===== src/rtl/mac_pkg.sv =====
// Shared types and sizing for the Q-bit MAC datapath and its sequencing controller.
package mac_pkg;

    typedef enum logic [1:0] {
        ST_IDLE  = 2'd0,
        ST_RUN   = 2'd1,
        ST_DRAIN = 2'd2,
        ST_DONE  = 2'd3
    } mac_state_t;

    localparam int Q_DEF     = 3;
    localparam int LEN_W_DEF = 4;

    // Product width plus headroom for up to 2^LEN_W-1 summed products.
    function automatic int acc_w(input int q, input int len_w);
        return 2 * q + len_w;
    endfunction

    localparam int ACC_W_DEF = acc_w(Q_DEF, LEN_W_DEF);

endpackage


===== src/rtl/mac_beat_counter.sv =====
// Loadable down-counter of operand pairs still to be accepted; 1-cycle update, never wraps.
// o_last flags the final pair so the controller can leave RUN on that handshake.
module mac_beat_counter
    import mac_pkg::*;
#(
    parameter int LEN_W = LEN_W_DEF
) (
    input  logic             i_clk,
    input  logic             i_rst,
    input  logic             i_load,
    input  logic             i_dec,
    input  logic [LEN_W-1:0] i_len,
    output logic [LEN_W-1:0] o_rem,
    output logic             o_last
);

    logic [LEN_W-1:0] r_rem;

    always_ff @(posedge i_clk or negedge i_rst) begin
        if (!i_rst) begin
            r_rem <= '0;
        end else if (i_load) begin
            r_rem <= i_len;
        end else if (i_dec && (r_rem != '0)) begin
            r_rem <= r_rem - 1'b1;
        end
    end

    assign o_rem  = r_rem;
    assign o_last = (r_rem == LEN_W'(1));

endmodule


===== src/rtl/mac_seq_ctrl.sv =====
// Meters len operand pairs into the MAC datapath; result valid len+1 cycles after start (+1 per stall).
// Upstream stalls via in_valid; the result is held in DONE until res_ready; i_rst is async active-low.
module mac_seq_ctrl
    import mac_pkg::*;
#(
    parameter int Q     = Q_DEF,
    parameter int LEN_W = LEN_W_DEF
) (
    input  logic             i_clk,
    input  logic             i_rst,
    input  logic             i_start,
    input  logic [LEN_W-1:0] i_len,
    output logic             o_busy,
    input  logic             i_in_valid,
    output logic             o_in_ready,
    input  logic [Q-1:0]     i_a,
    input  logic [Q-1:0]     i_b,
    output logic [Q-1:0]     o_op_a,
    output logic [Q-1:0]     o_op_b,
    output logic             o_op_load,
    output logic             o_acc_clr,
    output logic             o_acc_en,
    output logic             o_res_valid,
    input  logic             i_res_ready
);

    mac_state_t       r_state;
    mac_state_t       w_state_nxt;
    logic             r_acc_clr;
    logic             r_acc_en;
    logic             w_cmd;
    logic             w_load;
    logic             w_hs;
    logic [LEN_W-1:0] w_rem;
    logic             w_last;

    assign w_cmd  = (r_state == ST_IDLE) && i_start;
    assign w_load = w_cmd && (i_len != '0);
    assign w_hs   = i_in_valid && o_in_ready;

    mac_beat_counter #(
        .LEN_W (LEN_W)
    ) u_beat_counter (
        .i_clk  (i_clk),
        .i_rst  (i_rst),
        .i_load (w_load),
        .i_dec  (w_hs),
        .i_len  (i_len),
        .o_rem  (w_rem),
        .o_last (w_last)
    );

    always_ff @(posedge i_clk or negedge i_rst) begin
        if (!i_rst) begin
            r_state <= ST_IDLE;
        end else begin
            r_state <= w_state_nxt;
        end
    end

    always_comb begin
        w_state_nxt = r_state;
        case (r_state)
            ST_IDLE: begin
                if (i_start) begin
                    w_state_nxt = (i_len != '0) ? ST_RUN : ST_DONE;
                end
            end
            ST_RUN: begin
                if (w_hs && w_last) begin
                    w_state_nxt = ST_DRAIN;
                end
            end
            ST_DRAIN: begin
                w_state_nxt = ST_DONE;
            end
            ST_DONE: begin
                if (o_res_valid && i_res_ready) begin
                    w_state_nxt = ST_IDLE;
                end
            end
            default: begin
                w_state_nxt = ST_IDLE;
            end
        endcase
    end

    // acc_en trails op_load by the operand-register stage; reset drops any in-flight enable.
    always_ff @(posedge i_clk or negedge i_rst) begin
        if (!i_rst) begin
            r_acc_clr <= 1'b0;
            r_acc_en  <= 1'b0;
        end else begin
            r_acc_clr <= w_cmd;
            r_acc_en  <= w_hs;
        end
    end

    // A zero-length command enters DONE while its clear is still pending, so the
    // result is only flagged once the accumulator actually reads zero.
    always_comb begin
        o_busy      = (r_state != ST_IDLE);
        o_in_ready  = (r_state == ST_RUN);
        o_res_valid = (r_state == ST_DONE) && !r_acc_clr;
        o_acc_clr   = r_acc_clr;
        o_acc_en    = r_acc_en;
    end

    assign o_op_load = w_hs;
    assign o_op_a    = i_a;
    assign o_op_b    = i_b;

    a_clr_en_excl: assert property (@(posedge i_clk) disable iff (!i_rst)
        !(r_acc_clr && r_acc_en));

    a_rem_nonzero_in_run: assert property (@(posedge i_clk) disable iff (!i_rst)
        (r_state == ST_RUN) |-> (w_rem != '0));

endmodule


===== config.mk =====
export PLATFORM = sky130hd
export DESIGN_NAME = mac_seq_ctrl
export DESIGN_NICKNAME = d
export VERILOG_FILES = /design/src/rtl/mac_pkg.sv /design/src/rtl/mac_beat_counter.sv /design/src/rtl/mac_seq_ctrl.sv
export SDC_FILE = /design/constraint.sdc
export NUM_CORES = 1
export LEC_CHECK = 0
export CORE_MARGIN = 2
export CORE_UTILIZATION = 23
export CTS_BUF_LIST = sky130_fd_sc_hd__clkbuf_4
export CTS_CLUSTER_DIAMETER = 50
export DETAILED_ROUTE_END_ITERATION = 7
export SYNTH_ARGS = -nofsm -noshare
export SYNTH_HDL_FRONTEND = slang
export SYNTH_SLANG_ARGS = --single-unit

===== constraint.sdc =====
create_clock -name i_clk -period 1.55 [get_ports i_clk]
set_clock_uncertainty 0.05 [all_clocks]
set_input_delay 0.31 -clock i_clk [delete_from_list [all_inputs] [get_ports i_clk]]
set_output_delay 0.31 -clock i_clk [all_outputs]
set_load 0.01 [all_outputs]

==> impl_metrics.tcl, run 1 <==
set metrics [dict create \
    cellPowerDensity_nw_per_um2 1810 \
    cts_max_level 1 \
    rsz0062_at_grt "yes" \
    crit_required_ps 1630 \
    cts_hold_buf 0 \
    multi_input_area_um2 363 \
    p_sw_share_pct 36.6 \
    p_leak_nw 0.465 \
    synth_seq_cells 8 \
    first_global_vias 686 \
    synth.area.top_cells "dfrtp_1, ha_1, buf_4, mux2i_1, inv_1" \
    ys_seq_area_share_pct 32.9 \
    routed_wl_um 1560 \
    setup_viol 2 \
    synth_top_family_by_area "simple AND/OR/NAND/NOR gates" \
    layout_commonest_cell "buf_4" \
    vias_per_cell 4.55 \
    dieHeight_um 55.5 \
    register_area_um2 200 \
    crit_path_max_fanout 3 \
    cts_buffer_depth 2 \
    p_clk_share_pct 9.0 \
    syn_inst 62 \
    antenna_found_initial 0 \
    synthAdderAreaFrac_pct 14.4 \
    synthXorXnorAreaFrac_pct 0 \
    rows 18 \
    clock_sinks 8 \
    area_delta_synth_final_pct 55.9 \
    failed_checks "setup timing" \
    synth.net_count 84 \
    cts_tree "yes" \
    routedWlPerCell_um 12.5 \
    endpoint_kind "flip-flop" \
    initial_utilization_pct 24.4 \
    ys_warn_count 0 \
    peakVddDrop_v 0.000957 \
    synth_top_cell_area_share_pct 32.9 \
    synth-simple-area-share_pct 20.7 \
    yosysTopAreaCell "dfrtp_1" \
    period_share_pct 101 \
    grt_max_degree 9 \
    detail-route-antenna-nets 0 \
    final_cells 125 \
    cts-root-buf "clkbuf_4" \
    p_switching_mw 0.629 \
    relSlewSlack_pct 73.8 \
    yosysUniqueCellTypes 28 \
    hpwl_um 1240 \
    drt_iter0_markers 11 \
    insertedDiodeCount 0 \
    grt_pass1_wl_um 2800 \
    path_class "flip-flop to flip-flop" \
    core_um2 2500 \
    clock_latency_ps 250 \
    grt.total_usage_pct 11.6 \
    io_buffer_count 14 \
    dr_total_vias 569 \
    maxCapViolations 0 \
    pin_count 27 \
    period_needed_ps 1570 \
    tightest_slew_ps 392 \
    cp.arrival_ps 1640 \
    synth_area_um2 609 \
    drc 0 \
    avgSynthCellArea_um2 9.83 \
    muxShareOfSynthArea_pct 6.57 \
    dp_cells 118 \
    timing.final.ws_setup_ps -17.9 \
    nFillCells 264 \
    synth_compound_gate_area_share_pct 12.5 \
    p_int_mw 1.09 \
    slew_viol_final 0 \
    pre_cts_slack_ps -293 \
    drtPass1Iterations 4 \
    fin_tns_setup_ps -30.0 \
    hold_viol 0 \
    p_total_mw 1.72 \
    cts.clk_slew.worst_paths_ps 50 \
    combinationalPowerShare_pct 68.7 \
    pwr-share-seq_pct 22.3 \
    fmax_ghz 0.638 \
    hp-class "input pin to asynchronous set/reset pin" \
    cts_buffers 3 \
    gp_congestion 0.810 \
    crit_path_start_kind "flip-flop" \
    outcome "finished, violations left" \
    finalNetCount 119 \
    die_area_um2 3080 \
    layout_common_cells "buf_4, clkdlybuf4s50_1, dfrtp_1" \
    overflow 0 \
    die_w_um 55.5 \
    drive_gt1_share_pct 45.3 \
]
==> per-layer routing <==
metal | share of wire [%] | global-route usage (%)
met5 | 0 | 0
met3 | 5.5 | 1.64
met1 | 40 | 12.3
met4 | 1.2 | 9.06
met2 | 53 | 20.2
==> synthesized netlist by cell type, drive strengths merged <==
library cell / instances
a21o: 1
a222oi: 1
a32oi: 2
and2: 2
and2b: 1
and3: 2
buf: 6
clkbuf: 1
dfrtp: 8
ha: 7
inv: 8
mux2i: 4
nand2: 3
nand2b: 1
nand3: 1
nand4bb: 1
nor2: 2
nor2b: 1
nor3: 1
nor4: 2
o2111ai: 1
o211ai: 1
o21ai: 1
o32a: 2
or3b: 1
or4: 1
==> critical path, stage by stage (launching register included) <==
cell and delay (ps):
dfrtp_1 380, inv_2 70, ha_4 130, or3b_4 380
and2_4 150, o32a_1 280
==> timing repair <==
action,in CTS,in global routing
buffers inserted,5,0
gates resized for setup,26,3
gates cloned,0,0
pin swaps,3,3
endpoints found under the setup margin,8,8
==> worst paths after layout <==
kind	startpoint	endpoint	slack [ps]	cells after the start
worst max-delay path	u_beat_counter.o_rem[0]	u_beat_counter.o_rem[0]	-20	5
worst min-delay path	i_rst	u_beat_counter.o_rem[3]	300	1
worst max register to register	u_beat_counter.o_rem[0]	u_beat_counter.o_rem[0]	-20	5
worst min register to register	u_beat_counter.o_rem[2]	u_beat_counter.o_rem[2]	610	2
max in group asynchronous	i_rst	u_beat_counter.o_rem[0]	870	1
min in group i_clk	i_a[1]	o_op_a[1]	570	0
==> layout make-up <==
class | count | area share, %
clock buffers | 3 | 2.37
inverters | 8 | 3.16
multi-input cells | 39 | 38.2
flip-flops and latches | 8 | 21.1
well taps | 30 | 3.95
repair buffers | 37 | 31.2
==> sequential cells by signal (all words and copies together) (netlist names) <==
| signal | cells |
|---|---|
| u_beat_counter.o_rem | 4 |
| r_state | 2 |
| o_acc_clr | 1 |
| o_acc_en | 1 |
==> kinds of logic after synthesis <==
kind of cell             Yosys count
buffers and inverters             15
flip-flops                         8
AND/OR/NAND/NOR                   19
AO/OA/AOI/OAI                      9
multiplexers                       4
adder cells (fa/ha/maj)            7
==> metrics by stage <==
stage               hold slack, ps  util (%)  instance area (um^2)
CTS                            310      37.9                   947
global route                   320      38.0                   950
finish                         299      38.0                   950
global placement               568      35.2                   881
detailed placement             570      35.2                   881
floorplan                    -35.6         -                   609
==> power groups by stage <==
stage | clock network, mW | logic (mW) | registers, mW
6_report | 0.155 | 1.18 | 0.384
5_1_grt | 0.183 | 1.31 | 0.396
4_1_cts | 0.168 | 1.18 | 0.381
3_5_place_dp | 0 | 1.07 | 0.377
3_3_place_gp | 0 | 1.05 | 0.373
2_1_floorplan | 0 | 0.515 | 0.391
(Power assumes the default switching activity.)
==> run 2: changes to the inputs <==
--- a/config.mk
+++ b/config.mk
@@ -10,6 +10,7 @@
 export CTS_BUF_LIST = sky130_fd_sc_hd__clkbuf_4
 export CTS_CLUSTER_DIAMETER = 50
 export DETAILED_ROUTE_END_ITERATION = 7
+export PLACE_DENSITY_LB_ADDON = 0.08
 export SYNTH_ARGS = -nofsm -noshare
 export SYNTH_HDL_FRONTEND = slang
 export SYNTH_SLANG_ARGS = --single-unit
==> impl_metrics.tcl, run 2 (same netlist as run 1, synthesis figures left out) <==
set metrics [dict create \
    grt.total_usage_pct 11.3 \
    slew_viol_final 0 \
    fin_tns_setup_ps -11.1 \
    first_global_vias 587 \
    p_total_mw 1.93 \
    detail-route-antenna-nets 0 \
    routedWlPerCell_um 12.1 \
    grt_max_degree 9 \
    drt_iter0_markers 11 \
    largest_register_ffs 4 \
    multi_input_area_um2 422 \
    overflow 0 \
    crit_path_max_fanout 3 \
    grtUsageMet1_pct 14.7 \
    vias_per_cell 4.44 \
    hpwl_um 1200 \
    cts_max_level 1 \
    grt_pass1_wl_um 2720 \
    nFillCells 252 \
    insertedDiodeCount 0 \
    cp.arrival_ps 1200 \
    peakVddDrop_v 0.000813 \
    drc 0 \
    core_um2 2500 \
    antenna_found_initial 0 \
    area_delta_synth_final_pct 74.7 \
    routed_wl_um 1570 \
    crit_required_ps 1190 \
    setup_viol 3 \
    drive_gt1_share_pct 52.5 \
    p_leak_nw 0.504 \
    use_met2_pct 17.3 \
    pin_count 27 \
    cts_hold_buf 0 \
    path_class "flip-flop to primary output" \
    rsz0062_at_grt "yes" \
    grt_util_met3_pct 2.81 \
    cellPowerDensity_nw_per_um2 1810 \
    whs_ps 280 \
    hold_viol 0 \
    finalNetCount 123 \
    die_area_um2 3080 \
    clock_latency_ps 250 \
    cts_tree "yes" \
    dieHeight_um 55.5 \
    period_needed_ps 1560 \
    period_share_pct 100 \
    maxCapViolations 0 \
    timing.final.ws_setup_ps -5.90 \
    crit_path_start_kind "flip-flop" \
    hp-class "input pin to asynchronous set/reset pin" \
    fmax_ghz 0.643 \
    grt-busiest-layer "met2" \
    cts_buffer_depth 2 \
    layout_common_cells "buf_4, clkdlybuf4s50_1, dfrtp_1" \
    cts-root-buf "clkbuf_4" \
    rows 18 \
    outcome "finished, violations left" \
    failed_checks "setup timing" \
    layout_commonest_cell "buf_4" \
    final_core_util_pct 42.6 \
    endpoint_kind "primary output" \
    drtPass1Iterations 4 \
    register_area_um2 200 \
    cts_buffers 3 \
    cts.clk_slew.worst_paths_ps 60 \
    tightest_slew_ps 362 \
    clock_sinks 8 \
    dr_total_vias 573 \
    gp_congestion 0.716 \
    io_buffer_count 14 \
    die_w_um 55.5 \
    initial_utilization_pct 24.4 \
    relSlewSlack_pct 75.8 \
]
==> run 2: cell count changes in the layout (fill, tap and decap cells not counted), moves of 2 or more <==
cell / previous run / this run
a32oi_1: 2 / 0
a32oi_2: 0 / 2
buf_2: 4 / 0
buf_6: 1 / 7
clkbuf_2: 0 / 2
ha_2: 2 / 0
ha_4: 2 / 5
==> run 2: worst max-delay path, stage by stage (launching register included) <==
cell	delay (ps)
dfrtp_1	400
buf_6	140
ha_4	150
and2_4	140
buf_6	110
==> run 2: final timing paths <==
kind,startpoint,depth (start not counted),slack (ps),end
worst max-delay path,r_state[0],4,-6,o_op_load
worst min-delay path,i_rst,1,280,r_state[1]
worst max register to register,u_beat_counter.o_rem[1],5,0,u_beat_counter.o_rem[0]
worst min register to register,u_beat_counter.o_rem[3],3,610,u_beat_counter.o_rem[3]
max in group asynchronous,i_rst,1,900,u_beat_counter.o_rem[0]
min in group i_clk,i_a[0],0,570,o_op_a[0]
==> run 2: repair_timing <==
action | in CTS | in global routing
gates cloned | 0 | 0
pin swaps | 7 | 4
gates resized for setup | 31 | 10
setup buffers | 4 | 3
setup endpoints to repair | 6 | 9
endpoints found under the hold margin | 0 | 0
==> run 2: layout make-up <==
class	instances	share of cell area (%)
clock buffer	3	2.12
inverter	8	2.82
multi-input combinational	39	39.6
sequential	8	18.8
tap	30	3.53
timing repair buffer	41	33.1
==> run 2: where the power goes <==
group | switching (mW) | total (mW) | internal [mW]
logic | 0.563 | 1.39 | 0.824
registers | 0.0695 | 0.378 | 0.308
clock network | 0.0736 | 0.162 | 0.0888
==> run 2: routing by layer <==
metal / routed length [um] / up-vias / part of all wire (%)
met5: 0 / - / 0
met4: 9 / 0 / 0.57
met3: 116 / 2 / 7.4
met2: 750 / 22 / 48
met1: 690 / 256 / 44
li1: - / 293 / -
==> run 2: per-stage QoR <==
step / instance area [um^2] / instances / worst slack [ps]
6_report: 1060 / 129 / -5.90
5_1_grt: 1060 / 129 / -75.5
4_1_cts: 1010 / 126 / -6.69
3_5_place_dp: 888 / 119 / -270
3_3_place_gp: 888 / 119 / -260
2_1_floorplan: 609 / 62 / -59.1
==> run 3: changes to the inputs <==
--- a/config.mk
+++ b/config.mk
@@ -5,7 +5,9 @@
 export SDC_FILE = /design/constraint.sdc
 export NUM_CORES = 1
 export LEC_CHECK = 0
-export CORE_MARGIN = 2
+export CELL_PAD_IN_SITES_DETAIL_PLACEMENT = 1
+export CELL_PAD_IN_SITES_GLOBAL_PLACEMENT = 1
+export CORE_MARGIN = 5
 export CORE_UTILIZATION = 23
 export CTS_BUF_LIST = sky130_fd_sc_hd__clkbuf_4
 export CTS_CLUSTER_DIAMETER = 50
==> impl_metrics.tcl, run 3 (same netlist as run 1, synthesis figures left out) <==
set metrics [dict create \
    vias_per_cell 4.78 \
    layout_common_cells "buf_4, clkdlybuf4s50_1, dfrtp_1" \
    relSlewSlack_pct 72.2 \
    cp.depth 5 \
    setup_viol 3 \
    clock_latency_ps 260 \
    worstReg2RegEnd "u_beat_counter.o_rem[1]" \
    drt_iter0_markers 8 \
    tightest_slew_ps 414 \
    dieHeight_um 61.5 \
    endpoint_kind "flip-flop" \
    finalNetCount 120 \
    drc 0 \
    fmax_ghz 0.625 \
    crit_required_ps 1640 \
    grt_pass1_wl_um 3000 \
    io_buffer_count 14 \
    cellPowerDensity_nw_per_um2 1850 \
    gp_congestion 0.729 \
    crit_path_max_fanout 2 \
    slew_viol_final 0 \
    die_w_um 61.5 \
    hpwl_um 1480 \
    pin_count 27 \
    multi_input_area_um2 418 \
    grt_max_degree 9 \
    dr_total_vias 602 \
    rows 18 \
    period_share_pct 103 \
    cp.arrival_ps 1690 \
    cts_buffers 3 \
    r2r_cells 5 \
    fin_area_um2 1040 \
    cts.clk_slew.worst_paths_ps 60 \
    final_cells 126 \
    area_delta_synth_final_pct 70.4 \
    path_class "flip-flop to flip-flop" \
    detail-route-antenna-nets 0 \
    crit_slowest_cell "dfrtp_1" \
    antenna_found_initial 0 \
    routed_wl_um 1880 \
    crit_path_start_kind "flip-flop" \
    drive_gt1_share_pct 51.0 \
    core_um2 2500 \
    rsz0062_at_grt "yes" \
    clock_sinks 8 \
    peakVddDrop_v 0.000835 \
    overflow 0 \
    routedWlPerCell_um 14.9 \
    pre_cts_slack_ps -327 \
    cts_tree "yes" \
    failed_checks "setup timing" \
    p_total_mw 1.92 \
    regToRegStartpoint "u_beat_counter.o_rem[1]" \
    insertedDiodeCount 0 \
    cp-endpoint "u_beat_counter.o_rem[1]" \
    cts-root-buf "clkbuf_4" \
    largest_register_ffs 4 \
    outcome "finished, violations left" \
    cts_max_level 1 \
    r2r_slack_ps -50 \
    hp-class "input pin to asynchronous set/reset pin" \
    dpl_cell_area_um2 896 \
    hold_viol 0 \
    first_global_vias 639 \
    cp_top_family "simple AND/OR/NAND/NOR gates" \
    worst-path-buf-inv 1 \
    critPathLaunch "u_beat_counter.o_rem[1]" \
    cpPeakStageDelay_ps 390 \
    nFillCells 292 \
    timing.final.ws_setup_ps -51.2 \
    period_needed_ps 1600 \
    p_leak_nw 0.503 \
    cts_buffer_depth 2 \
    drtPass1Iterations 4 \
    register_area_um2 200 \
    dp_cells 120 \
    maxCapViolations 0 \
    initial_utilization_pct 24.4 \
    die_area_um2 3780 \
    cts_hold_buf 0 \
    path_cells "inv_2, ha_4, or3b_4, and2_4, o32a_1" \
    grt.total_usage_pct 11.3 \
    layout_commonest_cell "buf_4" \
]
[run 3: cell types whose count changed in the layout (fill, tap and decap cells not counted), sizes merged]
cell,before,now
dlymetal6s2s,0,1
dlygate4sd2,1,0
clkbuf,5,3
buf,29,28
[run 3: repair_timing]
action,CTS,global route
resized for setup,31,13
pin swaps,4,6
setup endpoints to repair,10,11
buffers inserted,1,2
[run 3: cell type report]
| type | instances | share of cell area (%) |
|---|---|---|
| flip-flops and latches | 8 | 19.3 |
| well taps | 30 | 3.61 |
| inverters | 8 | 2.89 |
| repair buffers | 38 | 31.8 |
| multi-input cells | 39 | 40.2 |
| clock buffers | 3 | 2.17 |
[run 3: worst min-delay path by stage]
| stage | from | to | slack (ps) | depth (start not counted) |
|---|---|---|---|---|
| final | i_rst | o_acc_en | 290 | 1 |
| after floorplan | i_rst | o_acc_clr | -40 | 0 |
| after detailed placement | r_state[1] | r_state[1] | 550 | 2 |
| after CTS | i_rst | r_state[1] | 310 | 1 |
| after global routing | i_rst | u_beat_counter.o_rem[1] | 300 | 1 |
| after global placement | r_state[1] | r_state[1] | 520 | 2 |
[run 3: worst reg2reg max path: stages (launching register included)]
cell and delay (ps):
dfrtp_1 390, inv_2 100, ha_4 130, or3b_4 380, and2_4 150, o32a_1 290
[run 3: through the flow]
stage                     util (%)  hold WS (ps)  TNS, ps
after floorplan                  -         -35.6     -118
after global placement        35.8           523    -1660
after detailed placement      35.8           555    -1870
after CTS                     38.7           308     -126
after global routing          41.5           303     -554
final                         41.5           290     -120
[run 3: per-layer routing]
layer	wire length [um]	vias up	GRT usage, %
met4	39	0	6.36
met5	0	-	0
met1	835	291	13.9
met3	122	8	3.14
li1	-	290	-
met2	882	13	17.7
[run 3: report_power, final]
| group | internal (mW) | total, mW | leakage [nW] | switching (mW) |
|---|---|---|---|---|
| clock network | 0.0892 | 0.169 | 0.0138 | 0.0795 |
| registers | 0.308 | 0.392 | 0.0983 | 0.0834 |
| logic | 0.783 | 1.36 | 0.391 | 0.581 |
| total | 1.18 | 1.92 | 0.503 | 0.744 |
